==> config.mk <==
export PLATFORM = sky130hd
export DESIGN_NAME = voice_allocator
export DESIGN_NICKNAME = d
export VERILOG_FILES = /design/src/rtl/synth_pkg.sv /design/src/rtl/key_event_latch.sv /design/src/rtl/voice_allocator.sv
export SDC_FILE = /design/constraint.sdc
export NUM_CORES = 1
export LEC_CHECK = 0
export ABC_AREA = 1
export CORE_MARGIN = 1.5
export CORE_UTILIZATION = 40
export DETAILED_ROUTE_END_ITERATION = 8
export PLACE_DENSITY_LB_ADDON = 0.2
export SLEW_MARGIN = 20
export SYNTH_ARGS = -nofsm -noshare
export SYNTH_HDL_FRONTEND = slang
export SYNTH_HIERARCHICAL = 1
export SYNTH_SLANG_ARGS = --single-unit
==> constraint.sdc <==
create_clock -name clk -period 7 [get_ports clk]
set_input_delay 1.4 -clock clk [delete_from_list [all_inputs] [get_ports clk]]
set_output_delay 1.4 -clock clk [all_outputs]
set_load 0.05 [all_outputs]
==> src/rtl/synth_pkg.sv <==
// Shared types and sizes for the voice allocator slice.
package synth_pkg;

  localparam int unsigned NUM_VOICES = 4;
  localparam int unsigned NUM_KEYS   = 13;

  typedef logic [3:0] note_t;
  typedef logic [1:0] rank_t;
  typedef logic [1:0] voice_t;

  typedef enum logic [1:0] {
    ST_IDLE   = 2'd0,
    ST_SELECT = 2'd1,
    ST_COMMIT = 2'd2
  } alloc_state_t;

  // Index of the lowest set bit; zero when no bit is set.
  function automatic note_t lowest_set(input logic [NUM_KEYS-1:0] bits);
    note_t idx;
    idx = '0;
    for (int i = int'(NUM_KEYS) - 1; i >= 0; i--) begin
      if (bits[i]) idx = note_t'(i);
    end
    return idx;
  endfunction

endpackage

==> src/rtl/key_event_latch.sv <==
// Registers the key levels, detects press/release edges and keeps them as
// sticky pending bits until the allocator services them.
module key_event_latch
  import synth_pkg::*;
(
  input  logic                clk,
  input  logic                rst,
  input  logic [NUM_KEYS-1:0] i_keys,
  input  logic [NUM_KEYS-1:0] i_clr_press,
  input  logic [NUM_KEYS-1:0] i_clr_rel,
  output logic [NUM_KEYS-1:0] o_press_pend,
  output logic [NUM_KEYS-1:0] o_rel_pend
);

  logic [NUM_KEYS-1:0] r_keys;
  logic [NUM_KEYS-1:0] r_keys_prev;
  logic [NUM_KEYS-1:0] w_press_ev;
  logic [NUM_KEYS-1:0] w_rel_ev;

  assign w_press_ev = r_keys & ~r_keys_prev;
  assign w_rel_ev   = ~r_keys & r_keys_prev;

  // A fresh edge beats a same-cycle service clear; the opposite edge cancels.
  always_ff @(posedge clk or posedge rst) begin
    if (rst) begin
      r_keys       <= '0;
      r_keys_prev  <= '0;
      o_press_pend <= '0;
      o_rel_pend   <= '0;
    end else begin
      r_keys       <= i_keys;
      r_keys_prev  <= r_keys;
      o_press_pend <= (o_press_pend & ~i_clr_press & ~w_rel_ev) | w_press_ev;
      o_rel_pend   <= (o_rel_pend & ~i_clr_rel & ~w_press_ev) | w_rel_ev;
    end
  end

endmodule

==> src/rtl/voice_allocator.sv <==
// Four-voice allocator: services one key event every three cycles, releases
// first, stealing the oldest voice when all voices are busy.
module voice_allocator
  import synth_pkg::*;
(
  input  logic                  clk,
  input  logic                  rst,
  input  logic [NUM_KEYS-1:0]   keys,
  output logic [NUM_VOICES-1:0] voice_active,
  output note_t [NUM_VOICES-1:0] voice_note,
  output logic [NUM_VOICES-1:0] voice_start,
  output logic [NUM_VOICES-1:0] voice_stop
);

  alloc_state_t          r_state;
  alloc_state_t          w_state_next;
  rank_t [NUM_VOICES-1:0] r_rank;

  logic [NUM_KEYS-1:0] w_press_pend;
  logic [NUM_KEYS-1:0] w_rel_pend;
  logic [NUM_KEYS-1:0] w_clr_press;
  logic [NUM_KEYS-1:0] w_clr_rel;

  logic   w_have;
  logic   w_is_rel;
  logic   w_do_sel;
  logic   w_rel_hit;
  note_t  w_note;
  voice_t w_rel_voice;
  voice_t w_press_voice;

  key_event_latch u_key_event_latch (
    .clk          (clk),
    .rst          (rst),
    .i_keys       (keys),
    .i_clr_press  (w_clr_press),
    .i_clr_rel    (w_clr_rel),
    .o_press_pend (w_press_pend),
    .o_rel_pend   (w_rel_pend)
  );

  always_ff @(posedge clk or posedge rst) begin
    if (rst) r_state <= ST_IDLE;
    else     r_state <= w_state_next;
  end

  always_comb begin
    w_state_next = r_state;
    case (r_state)
      ST_IDLE:   if (w_have) w_state_next = ST_SELECT;
      ST_SELECT: w_state_next = ST_COMMIT;
      ST_COMMIT: w_state_next = ST_IDLE;
      default:   w_state_next = ST_IDLE;
    endcase
  end

  // Event selection and voice lookup; scans run high-to-low so the lowest index wins.
  always_comb begin
    w_have        = (|w_press_pend) || (|w_rel_pend);
    w_is_rel      = |w_rel_pend;
    w_note        = w_is_rel ? lowest_set(w_rel_pend) : lowest_set(w_press_pend);
    w_do_sel      = (r_state == ST_SELECT) && w_have;
    w_rel_hit     = 1'b0;
    w_rel_voice   = '0;
    w_press_voice = '0;
    w_clr_press   = '0;
    w_clr_rel     = '0;
    for (int v = int'(NUM_VOICES) - 1; v >= 0; v--) begin
      if (voice_active[v] && (voice_note[v] == w_note)) begin
        w_rel_hit   = 1'b1;
        w_rel_voice = voice_t'(v);
      end
      if (r_rank[v] == rank_t'(NUM_VOICES - 1)) w_press_voice = voice_t'(v);
    end
    for (int v = int'(NUM_VOICES) - 1; v >= 0; v--) begin
      if (!voice_active[v]) w_press_voice = voice_t'(v);
    end
    if (w_do_sel) begin
      if (w_is_rel) w_clr_rel[w_note]   = 1'b1;
      else          w_clr_press[w_note] = 1'b1;
    end
  end

  // Voice table and pulses update on the SELECT->COMMIT edge.
  always_ff @(posedge clk or posedge rst) begin
    if (rst) begin
      voice_active <= '0;
      voice_note   <= '0;
      voice_start  <= '0;
      voice_stop   <= '0;
      for (int v = 0; v < int'(NUM_VOICES); v++) r_rank[v] <= rank_t'(v);
    end else begin
      voice_start <= '0;
      voice_stop  <= '0;
      if (w_do_sel) begin
        if (w_is_rel) begin
          if (w_rel_hit) begin
            voice_active[w_rel_voice] <= 1'b0;
            voice_stop[w_rel_voice]   <= 1'b1;
          end
        end else begin
          voice_active[w_press_voice] <= 1'b1;
          voice_note[w_press_voice]   <= w_note;
          voice_start[w_press_voice]  <= 1'b1;
          for (int v = 0; v < int'(NUM_VOICES); v++) begin
            if (voice_t'(v) == w_press_voice)
              r_rank[v] <= '0;
            else if (r_rank[v] < r_rank[w_press_voice])
              r_rank[v] <= rank_t'(r_rank[v] + 2'd1);
          end
        end
      end
    end
  end

endmodule

==> results.py <==
metrics = {
    "min_path": {
        "hold_class": "reg -> reg",
    },
    "synth": {
        "syn_area_um2": 4820,
        "synth_top_area_share_pct": 44.7,
        "syn_nets": 634,
        "yosysMostFrequentCell": "nand2_1",
        "synth_warnings": 6,
        "synth_edf_count": 0,
        "synth_cells": 611,
        "yosysSeqAreaShare_pct": 46.8,
        "synth_top_cell_by_area": "dfrtp_1",
        "synthDistinctLibCells": 36,
        "avgSynthCellArea_um2": 7.89,
        "ys_async_sr_fraction_pct": 100,
        "ys_top_cells_by_count": "186 x nand2_1, 112 x inv_1, 86 x dfrtp_1",
        "ys_ff_latch": 90,
        "synthTopCellsByArea": "dfrtp_1 45%, nand2_1 14%, inv_1 8.7%, nor2_4 6.3%, nor2_1 5.1%",
        "synthFlopType": "dfrtp_1",
    },
    "drt": {
        "drc": 0,
        "drt-pass1-iter-count": 4,
        "drt.antenna.violating_nets": 0,
        "wire_per_inst_um": 11.9,
        "drt-initial-drc-count": 186,
        "via_per_inst": 4.59,
        "vias": 3710,
        "routed_wl_mm": 9.60,
    },
    "timing": {
        "fmax_mhz": 330,
        "hold_viol": 0,
        "final.setup.tns_ns": 0,
        "setup_violations": 0,
        "skew_ns": 0.00911,
        "rsz0062_at_grt": "false",
        "fin_crit_ns": 3.03,
        "timing.hold.ws_ns": 0.397,
        "worstMarginPinSlew_ns": 0.900,
        "period_share_pct": 43.2,
        "drv_slew": 0,
        "slew_headroom_pct": 40.0,
    },
    "floorplan": {
        "dieWidth_um": 113,
        "ios": 43,
        "rows": 39,
        "die_h_um": 113,
        "start_util_pct": 41.7,
        "core_um2": 11600,
        "die_area_um2": 12700,
    },
    "setup_path": {
        "crit_type": "reg -> out",
        "cp_slowest_cell": "clkdlybuf4s50_1",
        "crit_path_end_kind": "primary output",
        "crit_path_max_fanout": 5,
        "cp-start-kind": "register",
        "crit_path_cell_trace": "clkdlybuf4s50_1",
        "critPathTopFamily": "buffers and inverters",
        "path_buf_inv": 1,
        "cp.required_ns": 5.60,
        "arrival_ns": 1.63,
        "critPathMaxStageDelay_ns": 0.84,
    },
    "clock_network": {
        "cts_hold_buf": 0,
        "cts_made_buffers": 9,
        "cts_tree": "done",
        "clock_tree.buffer_depth": 2,
        "htree_levels": 3,
        "cts_sinks": 90,
        "insertion_delay_ns": 0.34,
        "cts-resized-gates": 0,
        "clk_pin_slew_ns": 0.06,
        "post_cts_buffers": 0,
        "root_buffer": "clkbuf_16",
    },
    "placement": {
        "hpwl_mm": 7.26,
        "gp_congestion": 0.842,
        "placedCellCount": 793,
        "portBuffers": 42,
    },
    "global_route": {
        "antenna_found_initial": 0,
        "grt_max_degree": 53,
        "grt_pass1_vias": 3691,
        "grt_overflow": 0,
        "grt_pass1_wl_mm": 17.0,
        "grt_usage_pct": 16.9,
    },
    "pwr": {
        "power_density_nw_per_um2": 224,
        "vdd_drop_max_uv": 124,
        "power_leakage_nw": 2.90,
    },
    "layout": {
        "final_layout_size_suffix_gt1_share_pct": 13.4,
        "final_nets": 684,
        "n_antenna_cell": 0,
        "areaGrowthSynthToFinish_pct": 18.0,
        "final_cells": 809,
    },
    "status": {
        "status": "finished clean",
    },
    "run": {
        "drv_cap": 0,
    },
}
-- final timing paths --
path | from | endpoint | slack (ns) | cells after the start
setup / recovery | voice_active[3] | voice_active[3] | 3.97 | 1
hold / removal | u_key_event_latch/r_keys[10] | u_key_event_latch/r_keys_prev[10] | 0.40 | 0
setup reg to reg | r_rank[6] | r_rank[2] | 4.27 | 17
hold reg to reg | u_key_event_latch/r_keys[10] | u_key_event_latch/r_keys_prev[10] | 0.40 | 0
max in group asynchronous | rst | u_key_event_latch/o_rel_pend[1] | 4.88 | 2
min in group asynchronous | rst | voice_note[3] | 1.53 | 3
-- state kept, by name, indices dropped and copies added (netlist names) --
signal / count
voice_note: 16
u_key_event_latch/o_press_pend: 13
u_key_event_latch/o_rel_pend: 13
u_key_event_latch/r_keys: 13
u_key_event_latch/r_keys_prev: 13
r_rank: 8
voice_active: 4
voice_start: 4
voice_stop: 4
r_state: 2
-- cell usage in the layout, fill, tap and decap left out, types with 2 or more instances in the layout --
cell type and n:
clkbuf_8 3, nor2_1 66, clkbuf_16 9, inv_4 2
inv_1 111, nand3_2 2, inv_2 5, nor2_4 27
nand2_4 5, xor2_1 3, clkdlybuf4s50_1 42, nand3_1 29
o21ai_0 23, nor3_1 2, dfrtp_1 86, nand4_1 3
nand2_2 9, clkinv_4 2, nand2_1 186, clkinv_2 2
o21ai_1 7, nor2_2 10, ha_1 8, dfstp_2 4
a21oi_1 5
-- metal layers --
layer  track usage, %  share of wire [%]  up-vias
li1                 -                  -     1932
met1             21.2                 46     1719
met2             29.5                 50       51
met3             3.37                3.0        8
met4             5.32                1.3        0
met5                0                  0        -
-- report_power, final --
group          switching (mW)  total (mW)  internal (mW)
logic                   0.154       0.223         0.0693
registers              0.0277       0.582          0.554
clock network           0.199       0.470          0.271
-- metrics by stage --
step | power (mW) | area (µm²) | util (%) | setup WS (ns)
after detailed placement | 0.819 | 5400 | 46.7 | 4.19
after CTS | 1.29 | 5690 | 49.2 | 3.97
after global routing | 1.35 | 5690 | 49.2 | 3.95
final | 1.27 | 5690 | 49.2 | 3.97
after global placement | 0.814 | 5400 | 46.7 | 4.22
after floorplan | 0.765 | 4820 | - | 4.34
-- logic make-up after synthesis --
| kind of cell | share of synthesized area (%) |
|---|---|
| AO/OA/AOI/OAI | 4.60 |
| XOR/XNOR | 0.545 |
| adder cells (fa/ha/maj) | 2.08 |
| buffers and inverters | 10.4 |
| flip-flops | 46.8 |
| AND/OR/NAND/NOR | 35.6 |
-- area by class of cell --
| type | count | area [µm²] |
|---|---|---|
| Clock inverter | 3 | 22.5 |
| Multi-Input combinational cell | 397 | 2060 |
| Inverter | 120 | 469 |
| Clock buffer | 13 | 270 |
| Tap cell | 143 | 179 |
| Sequential cell | 90 | 2260 |
| Fill cell | 1120 | 5880 |
| Timing Repair Buffer | 43 | 428 |
No activity file was read; power rests on OpenSTA's default activity.
